### src/rtl/ram_queue_mc_pkg.sv
// Shared sizing helpers for the multi-channel RAM-backed queue.
package ram_queue_mc_pkg;

    // Channel index width, never narrower than one bit.
    function automatic int ch_w_f(input int num_channels);
        return (num_channels > 1) ? $clog2(num_channels) : 1;
    endfunction

    // Occupancy needs one extra bit so a completely full channel is representable.
    function automatic int cnt_w_f(input int log2_depth);
        return log2_depth + 1;
    endfunction

endpackage

### src/rtl/ram_SRW.sv
// Synchronous single-clock RAM: one write port, one registered read port, shared enable.
module ram_SRW #(
    parameter int DATA_WIDTH = 8,
    parameter int SIZE       = 16,
    parameter int ADDR_WIDTH = 4
) (
    input  logic                  clk,
    input  logic                  ce_i,
    input  logic                  we_i,
    input  logic [ADDR_WIDTH-1:0] waddr_i,
    input  logic [ADDR_WIDTH-1:0] raddr_i,
    input  logic [DATA_WIDTH-1:0] wdata_i,
    output logic [DATA_WIDTH-1:0] rdata_o
);

    logic [DATA_WIDTH-1:0] mem_q [SIZE];
    logic [DATA_WIDTH-1:0] rdata_q;

    // NOTE: storage has no reset so it maps onto block RAM; only control state is reset.
    always_ff @(posedge clk) begin
        if (ce_i) begin
            if (we_i) mem_q[waddr_i] <= wdata_i;
            rdata_q <= mem_q[raddr_i];
        end
    end

    assign rdata_o = rdata_q;

endmodule

### src/rtl/ram_queue_mc_ptrs.sv
// Head/tail/count bank for one logical channel; push and pop are pre-qualified by the top.
module ram_queue_mc_ptrs
    import ram_queue_mc_pkg::*;
#(
    parameter  int LOG2_DEPTH = 2,
    localparam int CNT_W      = cnt_w_f(LOG2_DEPTH)
) (
    input  logic                  clk,
    input  logic                  reset_n,
    input  logic                  push_i,
    input  logic                  pop_i,
    output logic [LOG2_DEPTH-1:0] waddr_o,
    output logic [LOG2_DEPTH-1:0] raddr_o,
    output logic                  full_o,
    output logic                  empty_o,
    output logic [CNT_W-1:0]      count_o
);

    typedef struct packed {
        logic [LOG2_DEPTH-1:0] head;
        logic [LOG2_DEPTH-1:0] tail;
        logic [CNT_W-1:0]      count;
    } chan_rec_t;

    chan_rec_t rec_q, rec_d;

    // NOTE: defaulting every field first keeps this block free of inferred latches.
    always_comb begin
        rec_d = rec_q;
        if (push_i) rec_d.head = rec_q.head + 1'b1;
        if (pop_i)  rec_d.tail = rec_q.tail + 1'b1;
        case ({push_i, pop_i})
            2'b10:   rec_d.count = rec_q.count + 1'b1;
            2'b01:   rec_d.count = rec_q.count - 1'b1;
            default: rec_d.count = rec_q.count;
        endcase
    end

    // NOTE: sequential state uses non-blocking assignments only.
    always_ff @(posedge clk or negedge reset_n) begin
        if (!reset_n) rec_q <= '0;
        else          rec_q <= rec_d;
    end

    assign waddr_o = rec_q.head;
    assign raddr_o = rec_q.tail;
    assign count_o = rec_q.count;
    assign full_o  = (rec_q.count == CNT_W'(2**LOG2_DEPTH));
    assign empty_o = (rec_q.count == '0);

endmodule

### src/rtl/ram_queue_mc.sv
// NUM_CHANNELS logical FIFOs sharing one RAM, one write and one read per cycle.
// Define RAM_QUEUE_MC_ALMOST_FULL_EN to add the per-channel almost_full_o output.
module ram_queue_mc
    import ram_queue_mc_pkg::*;
#(
    parameter  int DATA_WIDTH   = 8,
    parameter  int LOG2_DEPTH   = 2,
    parameter  int NUM_CHANNELS = 4,
`ifdef RAM_QUEUE_MC_ALMOST_FULL_EN
    parameter  int AF_THRESH    = 2**LOG2_DEPTH - 1,
`endif
    localparam int CH_W         = ch_w_f(NUM_CHANNELS),
    localparam int CNT_W        = cnt_w_f(LOG2_DEPTH)
) (
    input  logic                          clk,
    input  logic                          reset_n,
    input  logic                          wvalid_i,
    input  logic [CH_W-1:0]               wchan_i,
    input  logic [DATA_WIDTH-1:0]         wdata_i,
    output logic                          wready_o,
    input  logic                          rready_i,
    input  logic [CH_W-1:0]               rchan_i,
    output logic                          rvalid_o,
    output logic [DATA_WIDTH-1:0]         rdata_o,
    output logic [CH_W-1:0]               rchan_o,
    output logic [NUM_CHANNELS-1:0]       full_o,
    output logic [NUM_CHANNELS-1:0]       empty_o,
    output logic [NUM_CHANNELS*CNT_W-1:0] count_o
`ifdef RAM_QUEUE_MC_ALMOST_FULL_EN
   ,output logic [NUM_CHANNELS-1:0]       almost_full_o
`endif
);

    localparam int AW = CH_W + LOG2_DEPTH;

    logic [NUM_CHANNELS-1:0] full_v, empty_v, push_v, pop_v;
    logic [LOG2_DEPTH-1:0]   waddr_v [NUM_CHANNELS];
    logic [LOG2_DEPTH-1:0]   raddr_v [NUM_CHANNELS];
    logic                    wr_range, rd_range, wr_acc, rd_acc;
    logic                    rvalid_q, rvalid_d;
    logic [CH_W-1:0]         rchan_q, rchan_d;

    // Acceptance looks only at registered flags, so a same-cycle write never enables a read.
    assign wr_range = int'(wchan_i) < NUM_CHANNELS;
    assign rd_range = int'(rchan_i) < NUM_CHANNELS;
    assign wready_o = wr_range && !full_v[wchan_i];
    assign wr_acc   = wvalid_i && wready_o;
    assign rd_acc   = rready_i && rd_range && !empty_v[rchan_i];

    for (genvar c = 0; c < NUM_CHANNELS; c++) begin : g_chan
        assign push_v[c] = wr_acc && (wchan_i == CH_W'(c));
        assign pop_v[c]  = rd_acc && (rchan_i == CH_W'(c));

        ram_queue_mc_ptrs #(.LOG2_DEPTH(LOG2_DEPTH)) u_ptrs (
            .clk     (clk),
            .reset_n (reset_n),
            .push_i  (push_v[c]),
            .pop_i   (pop_v[c]),
            .waddr_o (waddr_v[c]),
            .raddr_o (raddr_v[c]),
            .full_o  (full_v[c]),
            .empty_o (empty_v[c]),
            .count_o (count_o[c*CNT_W +: CNT_W])
        );

`ifdef RAM_QUEUE_MC_ALMOST_FULL_EN
        assign almost_full_o[c] = (count_o[c*CNT_W +: CNT_W] >= CNT_W'(AF_THRESH));
`endif
    end

    assign full_o  = full_v;
    assign empty_o = empty_v;

    ram_SRW #(
        .DATA_WIDTH (DATA_WIDTH),
        .SIZE       (NUM_CHANNELS * 2**LOG2_DEPTH),
        .ADDR_WIDTH (AW)
    ) u_ram (
        .clk     (clk),
        .ce_i    (wr_acc || rd_acc),
        .we_i    (wr_acc),
        .waddr_i ({wchan_i, waddr_v[wchan_i]}),
        .raddr_i ({rchan_i, raddr_v[rchan_i]}),
        .wdata_i (wdata_i),
        .rdata_o (rdata_o)
    );

    always_comb begin
        rvalid_d = rd_acc;
        rchan_d  = rd_acc ? rchan_i : rchan_q;
    end

    // Reset clears rvalid asynchronously, dropping any read still in flight.
    always_ff @(posedge clk or negedge reset_n) begin
        if (!reset_n) begin
            rvalid_q <= 1'b0;
            rchan_q  <= '0;
        end else begin
            rvalid_q <= rvalid_d;
            rchan_q  <= rchan_d;
        end
    end

    assign rvalid_o = rvalid_q;
    assign rchan_o  = rchan_q;

endmodule

### config.mk
export PLATFORM = sky130hd
export DESIGN_NAME = ram_queue_mc
export DESIGN_NICKNAME = d
export VERILOG_FILES = /design/src/rtl/ram_queue_mc_pkg.sv /design/src/rtl/ram_SRW.sv /design/src/rtl/ram_queue_mc_ptrs.sv /design/src/rtl/ram_queue_mc.sv
export SDC_FILE = /design/constraint.sdc
export NUM_CORES = 1
export LEC_CHECK = 0
export ABC_AREA = 0
export ABC_CLOCK_PERIOD_IN_PS = 2900
export CAP_MARGIN = 20
export CORE_UTILIZATION = 50
export CTS_CLUSTER_SIZE = 14
export DETAILED_ROUTE_END_ITERATION = 6
export GPL_ROUTABILITY_DRIVEN = 0
export PLACE_DENSITY = 0.69
export SLEW_MARGIN = 20
export SYNTH_ARGS = -nofsm -noshare
export SYNTH_HDL_FRONTEND = slang
export SYNTH_SLANG_ARGS = --single-unit
### constraint.sdc
create_clock -name clk -period 2.9 [get_ports clk]
set_input_delay 0.58 -clock clk [delete_from_list [all_inputs] [get_ports clk]]
set_output_delay 0.58 -clock clk [all_outputs]
set_load 0.05 [all_outputs]
==> results.yml <==
status:
  status: "finished clean"
setup_path:
  r2r_start: "g_chan[1].u_ptrs.count_o[0]$_DFFE_PN0P_"
  worst_setup_path_end_kind: "primary output"
  startpoint_type: "flip-flop"
  critPathMaxFanout: 5
  critPathRequiredTime_ns: 2.32
  reg2reg_depth: 11
  rr_endpoint: "g_chan[1].u_ptrs.count_o[2]$_DFFE_PN0P_"
  critPathKind: "flip-flop to primary output"
  cp.arrival_ns: 2.25
  r2r_slack_ns: 0.48
drt:
  via_per_inst: 5.24
  vias: 3557
  ant_nets: 0
  dr.pass1.iters: 4
  wl_per_cell_um: 19.5
  drt_iter0_drc: 285
  route.detailed.drc: 0
  wirelength_um: 13200
layout:
  post-route-util_pct: 62.9
  fin_area_sq_um: 8500
  finalNonFillerCells: 679
  final_layout_size_suffix_gt1_share_pct: 20.1
  nFillCells: 945
  nNetsFinal: 514
  antenna_cells: 0
  synthToLayoutAreaGrowth_pct: 20.9
synth:
  netlist_instances: 406
  synth_area_leaders: "edfxtp_1, dfrtp_1, mux2i_1"
  netlist.area_leader.share_pct: 58.1
  syn_nets: 430
  ys_ff_latch: 167
  yosys.area.top_type: "edfxtp_1"
  ys_types: 30
  netlist_area_sq_um: 7030
  seq_area_frac_synth_pct: 69.1
  yosysWarnings: 0
  synth.avg_cell_area_sq_um: 17.3
grt:
  grt_max_degree: 32
  gr-total-overflow: 0
  grtUsageTotal_pct: 20.3
  antenna_found_initial: 0
  grt_pass1_wl_um: 20800
  grt_pass1_vias: 3749
clock_tree:
  holdBufCountCts: 0
  clock_latency_ns: 0.42
  postCtsSetupBuffers: 0
  cts_tree: "yes"
  cts_max_level: 4
  path_clk_slew_ns: 0.06
  cts-root-buf: "clkbuf_16"
  cts.path.max_buffers: 2
  cts_resized: 0
  cts_buffers: 17
  cts.sinks: 167
floorplanning:
  dieWidth_um: 121
  pin_count: 48
  rows: 42
  die_area_sq_um: 14500
  core_sq_um: 13500
  start_util_pct: 52.1
  die_h_um: 121
power:
  ir_drop_uv: 619
  power_leakage_uw: 0.00323
  cellPowerDensity_nw_per_um2: 1020
  power_uw: 8630
sta:
  rsz0062_at_grt: "false"
  worstMarginPinSlew_ns: 1.00
  slew-limit-headroom_pct: 32.8
  fin_ws_ns: 0.0667
  hold_viol: 0
  period_share_pct: 97.7
  layout_min_cycle_time_ns: 2.83
  fin_skew_ns: 0.00677
  setup_viol: 0
  fmax_ghz: 0.353
  finalMaxSlewViolations: 0
placed_design:
  dp_hpwl_um: 8800
  placed_cells: 647
  io_buffers: 47
  dpl_cell_area_sq_um: 7920
  place_ws_ns: -0.209
hold_path:
  hold_path.startpoint: "g_chan[2].u_ptrs.raddr_o[1]$_DFFE_PN0P_"
  worstHoldEndpoint: "g_chan[2].u_ptrs.raddr_o[1]$_DFFE_PN0P_"
  whs_path_depth: 1
  hold_class: "flip-flop to flip-flop"
run:
  cap_viol_max_count: 0
## critical path: stages, from the launching register on
cell	delay, ns
dfrtp_1	0.42
or3b_2	0.52
inv_1	0.09
clkdlybuf4s50_1	0.80
## state kept, by name, indices dropped and copies added (netlist names)
register and count:
g_chan.u_ptrs.count_o 12, g_chan.u_ptrs.raddr_o 8, g_chan.u_ptrs.waddr_o 8, rchan_o 2, rvalid_o 1, u_ram.mem_q 128
u_ram.rdata_o 8
## metal layers
layer / GRT usage, % / part of all wire (%) / wire length (um) / up-vias
li1: - / - / - / 1682
met1: 25.2 / 44 / 5790 / 1775
met2: 34.2 / 51 / 6720 / 84
met3: 5.52 / 3.9 / 522 / 16
met4: 7.48 / 1.5 / 192 / 0
met5: 0 / 0 / 0 / -
## synth_stat cells
library cell	count
a21oi_1	3
and3b_1	1
buf_1	1
buf_2	1
buf_4	9
buf_6	7
clkbuf_1	5
dfrtp_1	31
edfxtp_1	136
fa_1	4
ha_1	4
inv_1	21
mux2_2	3
mux2i_1	76
mux4_2	21
nand2_1	12
nand2b_1	4
nand3_1	1
nand4_1	1
nor2_1	23
nor3_1	7
nor3b_1	1
nor4b_1	1
nor4bb_1	1
o21ai_0	2
o22a_1	1
or2_2	1
or3b_2	4
xnor2_1	12
xor2_1	12
## stage by stage
step	TNS (ns)	hold WS, ns
CTS	0	0.472
finish	0	0.466
detailed placement	-1.35	0.459
floorplan	0	0.284
global placement	-0.652	0.457
global route	0	0.487
## kinds of logic (layout without fill, tap and decap cells)
group,count (synthesis),count (layout),synth area share (%)
muxes,100,100,18.0
adders and majority gates,8,8,1.85
DFF,167,167,69.1
buffers and inverters,44,141,3.59
and+or+nand+nor,57,57,3.97
xor gates and xnor gates,24,24,2.99
AOI/OAI and AO/OA,6,6,0.480
## layout make-up
class | count | area [sq um] | area share (%)
inverters | 21 | 78.8 | 0.927
clock inverters | 14 | 149 | 1.75
clock buffers | 18 | 429 | 5.05
repair buffers | 88 | 841 | 9.89
flip-flops and latches | 167 | 4860 | 57.2
multi-input cells | 195 | 1920 | 22.6
well taps | 176 | 220 | 2.59
## how the worst max path moves through the flow
stage,from,to,slack (ns)
3_5_place_dp,rchan_i[0],u_ram.rdata_o[0]$_DFFE_PP_,-0.21
4_1_cts,g_chan[0].u_ptrs.count_o[1]$_DFFE_PN0P_,full_o[0],0.04
3_3_place_gp,rchan_i[0],u_ram.rdata_o[0]$_DFFE_PP_,-0.09
5_1_grt,g_chan[2].u_ptrs.count_o[1]$_DFFE_PN0P_,full_o[2],0.007
6_report,g_chan[1].u_ptrs.count_o[0]$_DFFE_PN0P_,full_o[1],0.07
2_1_floorplan,rchan_i[1],g_chan[2].u_ptrs.count_o[2]$_DFFE_PN0P_,0.17
## placed cells by master, fill, tap and decap left out, types with 5 or more instances in the layout
cell               n
mux4_2            20
xor2_1            12
mux2i_1           76
buf_4             37
clkbuf_16         17
xnor2_1           12
clkdlybuf4s50_1   45
nand2_1           12
inv_1             21
edfxtp_1         136
buf_12             5
nor2_1            23
dfrtp_1           31
nor3_1             7
## report_power, final
part           internal [uW]  switching [uW]  leakage, uW  total (uW)
clock                   1280             916     0.000280        2190
sequential              3020             258      0.00160        3280
combinational           1360            1810      0.00135        3160
No activity file was read; power rests on OpenSTA's default activity.
